--- config.mk ---
export PLATFORM = sky130hd
export DESIGN_NAME = dp_ram_be_clr
export DESIGN_NICKNAME = d
export VERILOG_FILES = /design/src/rtl/dp_ram_pkg.sv /design/src/rtl/dp_ram_out_pipe.sv /design/src/rtl/dp_ram_be_clr.sv
export SDC_FILE = /design/constraint.sdc
export NUM_CORES = 1
export LEC_CHECK = 0
export CORE_MARGIN = 2
export CORE_UTILIZATION = 40
export DETAILED_ROUTE_END_ITERATION = 12
export PLACE_DENSITY = 0.55
export SLEW_MARGIN = 5
export SYNTH_ARGS = -nofsm -noshare
export SYNTH_HDL_FRONTEND = slang
export SYNTH_SLANG_ARGS = --single-unit
--- constraint.sdc ---
create_clock -name clk -period 5.61 [get_ports clk]
set_input_delay 0.561 -clock clk [delete_from_list [all_inputs] [get_ports clk]]
set_output_delay 0.561 -clock clk [all_outputs]
set_load 0.03 [all_outputs]
--- src/rtl/dp_ram_pkg.sv ---
// Shared constants, FSM state type and lane-count helper for the dual-port RAM.
package dp_ram_pkg;

    // Read-during-write policy selectors
    localparam int RDW_READ_FIRST  = 0;
    localparam int RDW_WRITE_FIRST = 1;

    // Controller states: sweep-to-zero after reset, then normal service
    typedef enum logic {
        ST_CLEAR = 1'b0,
        ST_RUN   = 1'b1
    } state_t;

    // Number of byte lanes covered by the write-enable vector
    function automatic int lane_count(input int data_w, input int byte_w);
        return data_w / byte_w;
    endfunction

endpackage

--- src/rtl/dp_ram_out_pipe.sv ---
// Optional per-port output register: delays {valid, data} by one cycle.
// Data only reloads when a valid word arrives, so the output holds otherwise.
import dp_ram_pkg::*;

module dp_ram_out_pipe #(
    parameter int W = 8
) (
    input  logic         clk,
    input  logic         rst,
    input  logic         stage_vld,
    input  logic [W-1:0] stage_data,
    output logic         vld,
    output logic [W-1:0] data
);

    logic         vld_reg;
    logic [W-1:0] data_reg;

    // Register the valid strobe every cycle; capture data only with a valid word
    always_ff @(posedge clk) begin
        if (rst) begin
            vld_reg  <= 1'b0;
            data_reg <= '0;
        end else begin
            vld_reg <= stage_vld;
            if (stage_vld) begin
                data_reg <= stage_data;
            end
        end
    end

    assign vld  = vld_reg;
    assign data = data_reg;

endmodule

--- src/rtl/dp_ram_be_clr.sv ---
// True dual-port RAM with byte-lane write enables, selectable read-during-write
// behaviour, port-A-wins collision arbitration and a zeroing sweep after reset.
import dp_ram_pkg::*;

module dp_ram_be_clr #(
    parameter int DATA_W   = 8,
    parameter int BYTE_W   = 8,
    parameter int ADDR_W   = 4,
    parameter int DEPTH    = 16,
    parameter int RDW_MODE = 0,
    parameter int OUT_REG  = 1
) (
    input  logic                             clk,
    input  logic                             rst,
    input  logic                             en_a,
    input  logic [lane_count(DATA_W, BYTE_W)-1:0] we_a,
    input  logic [ADDR_W-1:0]                addr_a,
    input  logic [DATA_W-1:0]                din_a,
    output logic [DATA_W-1:0]                dout_a,
    output logic                             vld_a,
    input  logic                             en_b,
    input  logic [lane_count(DATA_W, BYTE_W)-1:0] we_b,
    input  logic [ADDR_W-1:0]                addr_b,
    input  logic [DATA_W-1:0]                din_b,
    output logic [DATA_W-1:0]                dout_b,
    output logic                             vld_b,
    output logic                             busy,
    output logic                             collision
);

    localparam int NB = lane_count(DATA_W, BYTE_W);
    localparam int CW = ADDR_W + 1;
    localparam int IW = (DEPTH > 1) ? $clog2(DEPTH) : 1;
    localparam logic [CW-1:0] DEPTH_C = CW'(DEPTH);
    localparam logic [CW-1:0] LAST_C  = CW'(DEPTH - 1);
    localparam bit WRITE_FIRST = (RDW_MODE == RDW_WRITE_FIRST);

    logic [DATA_W-1:0] mem [DEPTH];

    state_t          state_reg, state_next;
    logic [CW-1:0]   cnt_reg, cnt_next;
    logic            sweep;
    logic            clear_en;

    logic            issue_a, issue_b;
    logic            in_a, in_b;
    logic            wr_a, wr_b;
    logic            same_addr;
    logic            collision_next;
    logic [IW-1:0]   idx_a, idx_b;

    logic [DATA_W-1:0] fmask_a, fdata_a, fmask_b, fdata_b;

    logic [DATA_W-1:0] raw_a_reg, raw_b_reg;
    logic [DATA_W-1:0] fmask_a_reg, fdata_a_reg, fmask_b_reg, fdata_b_reg;
    logic              oor_a_reg, oor_b_reg;
    logic              vld1_a_reg, vld1_b_reg;
    logic              collision_reg;
    logic [DATA_W-1:0] d1_a, d1_b;

    // Controller state and sweep counter
    always_ff @(posedge clk) begin
        if (rst) begin
            state_reg <= ST_CLEAR;
            cnt_reg   <= '0;
        end else begin
            state_reg <= state_next;
            cnt_reg   <= cnt_next;
        end
    end

    // Sweep through every word once, then hand over to normal service
    always_comb begin
        state_next = state_reg;
        cnt_next   = cnt_reg;
        sweep      = 1'b0;
        case (state_reg)
            ST_CLEAR: begin
                sweep    = 1'b1;
                cnt_next = cnt_reg + 1'b1;
                if (cnt_reg == LAST_C) begin
                    state_next = ST_RUN;
                    cnt_next   = '0;
                end
            end
            ST_RUN: begin
                state_next = ST_RUN;
            end
            default: begin
                state_next = ST_CLEAR;
                cnt_next   = '0;
            end
        endcase
    end

    assign busy     = (state_reg != ST_RUN);
    assign clear_en = sweep & ~rst;

    // Access qualification and address range checks
    assign issue_a   = en_a & ~busy & ~rst;
    assign issue_b   = en_b & ~busy & ~rst;
    assign in_a      = ({1'b0, addr_a} < DEPTH_C);
    assign in_b      = ({1'b0, addr_b} < DEPTH_C);
    assign wr_a      = issue_a & in_a;
    assign wr_b      = issue_b & in_b;
    assign idx_a     = addr_a[IW-1:0];
    assign idx_b     = addr_b[IW-1:0];
    assign same_addr = (addr_a == addr_b);
    assign collision_next = issue_a & issue_b & same_addr & (|(we_a & we_b));

    // Per-lane forwarding of this cycle's writes into each port's read word;
    // a lane written by A takes A's data, so A wins any overlap.
    generate
        for (genvar gi = 0; gi < NB; gi++) begin : g_lane
            logic hit_aa, hit_ba, hit_ab, hit_bb;
            assign hit_aa = wr_a & we_a[gi];
            assign hit_ba = wr_b & we_b[gi] & same_addr;
            assign hit_ab = wr_a & we_a[gi] & same_addr;
            assign hit_bb = wr_b & we_b[gi];

            assign fmask_a[gi*BYTE_W +: BYTE_W] = {BYTE_W{WRITE_FIRST & (hit_aa | hit_ba)}};
            assign fdata_a[gi*BYTE_W +: BYTE_W] = hit_aa ? din_a[gi*BYTE_W +: BYTE_W]
                                                         : din_b[gi*BYTE_W +: BYTE_W];
            assign fmask_b[gi*BYTE_W +: BYTE_W] = {BYTE_W{WRITE_FIRST & (hit_ab | hit_bb)}};
            assign fdata_b[gi*BYTE_W +: BYTE_W] = hit_ab ? din_a[gi*BYTE_W +: BYTE_W]
                                                         : din_b[gi*BYTE_W +: BYTE_W];
        end
    endgenerate

    // Array writes: sweep zeroing, else byte-lane writes with B first so A overrides
    always_ff @(posedge clk) begin
        if (clear_en) begin
            mem[cnt_reg[IW-1:0]] <= '0;
        end else begin
            for (int i = 0; i < NB; i++) begin
                if (wr_b && we_b[i]) begin
                    mem[idx_b][i*BYTE_W +: BYTE_W] <= din_b[i*BYTE_W +: BYTE_W];
                end
                if (wr_a && we_a[i]) begin
                    mem[idx_a][i*BYTE_W +: BYTE_W] <= din_a[i*BYTE_W +: BYTE_W];
                end
            end
        end
    end

    // Registered reads (pre-edge word) plus captured forwarding info per port
    always_ff @(posedge clk) begin
        if (rst) begin
            raw_a_reg     <= '0;
            raw_b_reg     <= '0;
            fmask_a_reg   <= '0;
            fdata_a_reg   <= '0;
            fmask_b_reg   <= '0;
            fdata_b_reg   <= '0;
            oor_a_reg     <= 1'b0;
            oor_b_reg     <= 1'b0;
            vld1_a_reg    <= 1'b0;
            vld1_b_reg    <= 1'b0;
            collision_reg <= 1'b0;
        end else begin
            vld1_a_reg    <= issue_a;
            vld1_b_reg    <= issue_b;
            collision_reg <= collision_next;
            if (issue_a) begin
                raw_a_reg   <= mem[idx_a];
                oor_a_reg   <= ~in_a;
                fmask_a_reg <= fmask_a;
                fdata_a_reg <= fdata_a;
            end
            if (issue_b) begin
                raw_b_reg   <= mem[idx_b];
                oor_b_reg   <= ~in_b;
                fmask_b_reg <= fmask_b;
                fdata_b_reg <= fdata_b;
            end
        end
    end

    // First-stage read word: out-of-range reads return zero
    assign d1_a = oor_a_reg ? '0 : ((raw_a_reg & ~fmask_a_reg) | (fdata_a_reg & fmask_a_reg));
    assign d1_b = oor_b_reg ? '0 : ((raw_b_reg & ~fmask_b_reg) | (fdata_b_reg & fmask_b_reg));

    assign collision = collision_reg;

    generate
        if (OUT_REG != 0) begin : g_pipe
            dp_ram_out_pipe #(.W(DATA_W)) u_pipe_a (
                .clk        (clk),
                .rst        (rst),
                .stage_vld  (vld1_a_reg),
                .stage_data (d1_a),
                .vld        (vld_a),
                .data       (dout_a)
            );
            dp_ram_out_pipe #(.W(DATA_W)) u_pipe_b (
                .clk        (clk),
                .rst        (rst),
                .stage_vld  (vld1_b_reg),
                .stage_data (d1_b),
                .vld        (vld_b),
                .data       (dout_b)
            );
        end else begin : g_direct
            assign vld_a  = vld1_a_reg;
            assign dout_a = d1_a;
            assign vld_b  = vld1_b_reg;
            assign dout_b = d1_b;
        end
    endgenerate

endmodule

# Word-level counts from Yosys, hierarchy flattened
# Memory sizes are Yosys's and may differ from the RTL's. A register that Yosys moved wholly into a read port is not among the register bits.
# Cells that the tools add are included.
[word_totals]
reg_bits = 27
ramBits = 128
inputBits = 30
out_inout_bits = 20
memories = 1
[memory_table]
columns = ["memory", "depth", "width", "rd", "rd_clocked_by_memory_dff", "wr", "line_no", "rtl"]
rows = [
  ["mem", 16, 8, 2, 2, 2, "dp_ram_be_clr.sv:38", "logic [DATA_W-1:0] mem [DEPTH];"],
]
[classes]
addsub = 1
eq_ne = 2
mux = 15
n_bitwise = 11
n_reduce_logical = 3
[ops]
columns = ["op", "n"]
rows = [
  ["2-to-1 mux 1 bit", 11],
  ["bitwise AND 1 bit", 9],
  ["2-to-1 mux 8 bit", 1],
  ["OR reduction 8 bit", 1],
  ["adder 5 x 1 -> 5 bit (second input constant)", 1],
  ["== test 5 x 4 -> 1 bit (second input constant)", 1],
  ["2-to-1 mux 5 bit", 1],
  ["== test 4 bit", 1],
  ["2-to-1 mux 4 bit", 1],
  ["logical AND 1 bit", 2],
  ["NOT 1 bit", 2],
  ["case mux 1 bit (2 select lines)", 1],
]

# Longest topological paths before layout
[logic_depth]
depth_word = 8
ltp_mapped = 7

# By module
# Synthesis repeated with hierarchy kept, for this count alone.
[unflattened]
hier_cells = 803
hier_area_um2 = 9290.2
[by_module_without_submodules]
columns = ["mod", "instances", "cells_each", "area_each_um2"]
rows = [
  ["dp_ram_be_clr", 1, 747, 8664.6],
  ["dp_ram_out_pipe", 2, 28, 312.8],
]

# Worst setup path before layout
# OpenSTA, ideal clock, no wires.
[synth_path]
path_kind = "in2reg"
from = "input rst"
to = "memory mem[14][0], enable pin"
arrival_time_ps = 2036
t_required_ps = 5235
slack_ps = 3199
stages = 6
path_cell_list = "buf_2 > nand3b_4 > buf_6 > nor3_2 > buf_2 > o21bai_1"
[synth_rtl]
columns = ["element", "line_no", "rtl"]
rows = [
  ["start: declaration", "dp_ram_be_clr.sv:14", "input logic rst,"],
  ["end: declaration", "dp_ram_be_clr.sv:38", ""],
]

==> results.md <==
- Status: finished, final reports clean
- Worst Tran Pin Value: 1.20 ns
- Starting Density: 0.408
- Period minus WS final: 3.39 ns
- Post-synth top cells: 175 x nand2_1, 137 x o21ai_0, 128 x edfxtp_1
- Vert. Die Dim: 156 um
- Pwr dens: 269 nW/um2
- TritonCTS buffer count: 17
- Fin worst setup slack: 2.22 ns
- DR top layer: met4
- Port Buffer Count: 49
- Placed Instances: 1073
- DRC viols: 0
- Register area share after synthesis: 0.508
- Number of synthesized flops with an enable pin: 128
- Largest net degree at the start of global routing: 37
- Largest register by flop count: mem
- Slowest cell on the critical path: and4b_1
- Top post-synthesis cells by area: edfxtp_1 41%, mux4_2 13%, dfxtp_1 9.3%
- Post-Layout Cell Count: 1105
- Cell Area, Placed: 9810 um2
- # H-tree levels: 4
- Die area: 24400 um2
- N_diodes: 0
- Setup WS pre-CTS: 1.79 ns
- Clk buf depth: 2
- Achievable Freq: 295 MHz
- GRT Residual Overflow: 0
- Max-slew headroom: 0.196
- Row Count: 55
- Fin Setup TNS: 0 ns
- M1 WL: 12800 um
- Aggregate routed wire length: 29800 um
- Die Wd: 156 um
- Top-level port count: 50
- Yosys reg bits: 171
- Total Power: 2.81 mW
- Max VDD drop: 0.192 mV
- First-pass GRT wire length: 44400 um
- Fin util: 0.459
- Vias: 6768
- Clock Latency Late Sink: 0.44 ns
- Clk sink count: 171
- Highest cell delay on the worst timing path: 0.89 ns
- P_leak: 3.59 nW
- Worst hold slack: 0.430 ns
- Async S/R FF share, synth: 0
- Slew Viols, Final: 0
- Total global routing track utilization: 0.255
- Nets@finish: 838
- Max-cap viol count: 0
- Postcts setup bufs: 0
- Max reg flops: 128
- DR WL met3: 2950 um
- Post-synth top area cell: edfxtp_1
- Crit path kind: input port to flip-flop
- Area grow syn2layout: 12.5%
- GPL Wtd Cong: 0.894
- Routed wire length on met2: 13000 um
- Clk root buf: clkbuf_16
- Syn Nets: 839
- Endpoints failing setup: 0
- Final hold vios: 0
- Vias per std cell: 6.12
- Worst Path Buf+Inv: 2
- Clock Skew: 0.0114 ns
- Final period util: 0.605
- CP Max Fanout: 36
- Post-CTS Resized: 0
- Crit start category: input port
- Cells after Synth: 808
- HPWL Detailed: 21400 um
- 1st-pass router iterations: 5
- Initial antenna violation count: 1
- Clk slew on worst S/H paths: 0.07 ns
- Yosys synthesis warning count: 0
- Most frequent cell after synthesis: nand2_1
- Netlist Area Pre-Place: 9270 um2
- Worst Path Required: 5.68 ns
- Total core area: 22700 um2
- Number of routed nets with antenna violations: 0
- Top cell type's share of synthesized area: 0.415
- CP top delay family: simple AND/OR/NAND/NOR gates
- Syn Area/Cell: 11.5 um2
- TritonCTS clock tree: done
- Starting DRT DRC Count: 883
- Vias in the first global route: 6544
- Critical Path Sink Type: flip-flop
- Top FF cell, synth: edfxtp_1
- Crit-path cells: clkdlybuf4s50_1, buf_4, and4b_1, and3b_1, o21ai_0, o21bai_1
- Distinct cells, synth: 49
- Path category of the worst min-delay check: flip-flop to flip-flop
- Cts hold-fix bufs: 0
- Cell area after layout: 10400 um2
- Share of cells above drive strength 1: 0.144
- WP data arrival: 3.46 ns
- Unrepaired setup endpoints after global routing: no
- Wirelength per Cell: 26.9 um
## kinds of logic (layout without fill, tap and decap cells)
logic type | Yosys count | count (layout) | share of synthesized area
and+or+nand+nor | 253 | 253 | 0.141
AOI/OAI and AO/OA | 201 | 201 | 0.128
DFF | 171 | 171 | 0.508
muxes | 96 | 96 | 0.178
buffers and inverters | 81 | 93 | 0.0396
xor gates and xnor gates | 5 | 5 | 0.00473
adders and majority gates | 1 | 1 | 0.00135
## routing by layer
metal  GRT usage  vias up
li1            -     3026
met1       0.370     3318
met2       0.379      365
met3      0.0500       59
met4       0.101        0
met5           0        -
## cells in the final DEF (no fill, tap or decap), drive strengths merged, types with 2 or more instances in the layout
master           n
a21oi            7
a221o            9
a221oi           8
a22o             8
a311oi           2
a31oi            4
and3b            2
and4b            2
buf              8
bufinv           2
clkbuf          17
clkdlybuf4s50   47
clkinv           4
dfxtp           43
edfxtp         128
inv             15
mux2i           41
mux4            55
nand2          175
nand2b           6
nand3b           2
nand4b           2
nor2            28
nor2b            6
nor3            10
nor3b            3
nor4             9
o211ai           7
o21ai          138
o21bai          16
or2              2
xnor2            4
## worst reg2reg max path: cells and delay by family, from the launching register on
kind | cells | cell delay [ns]
and+or+nand+nor | 2 | 1.10
DFF | 1 | 0.31
buffers and inverters | 1 | 0.22
AOI/OAI and AO/OA | 2 | 1.09
## layout make-up
cell class,count,area [um2]
fill,2031,12300
sequential,171,4700
multi-input combinational,556,4200
timing repair buffer,55,526
clock buffer,17,425
tap,285,357
clock inverter,15,193
inverter,6,25.0
## power breakdown
group | total [mW] | internal [mW] | switching [mW]
Combinational | 0.194 | 0.0728 | 0.121
Clock | 1.24 | 0.681 | 0.562
Sequential | 1.37 | 1.35 | 0.0131
## worst paths after layout
kind,start,end,slack [ns],depth (start not counted)
setup / recovery,rst,mem[9][6]$_DFFE_PP_,2.22,6
hold / removal,cnt_reg[4]$_SDFFE_PP0N_,cnt_reg[4]$_SDFFE_PP0N_,0.43,2
setup reg to reg,state_reg$_SDFF_PP0_,mem[9][6]$_DFFE_PP_,2.52,5
hold reg to reg,cnt_reg[4]$_SDFFE_PP0N_,cnt_reg[4]$_SDFFE_PP0N_,0.43,2
Note: power is estimated with default switching activity, not from simulation.
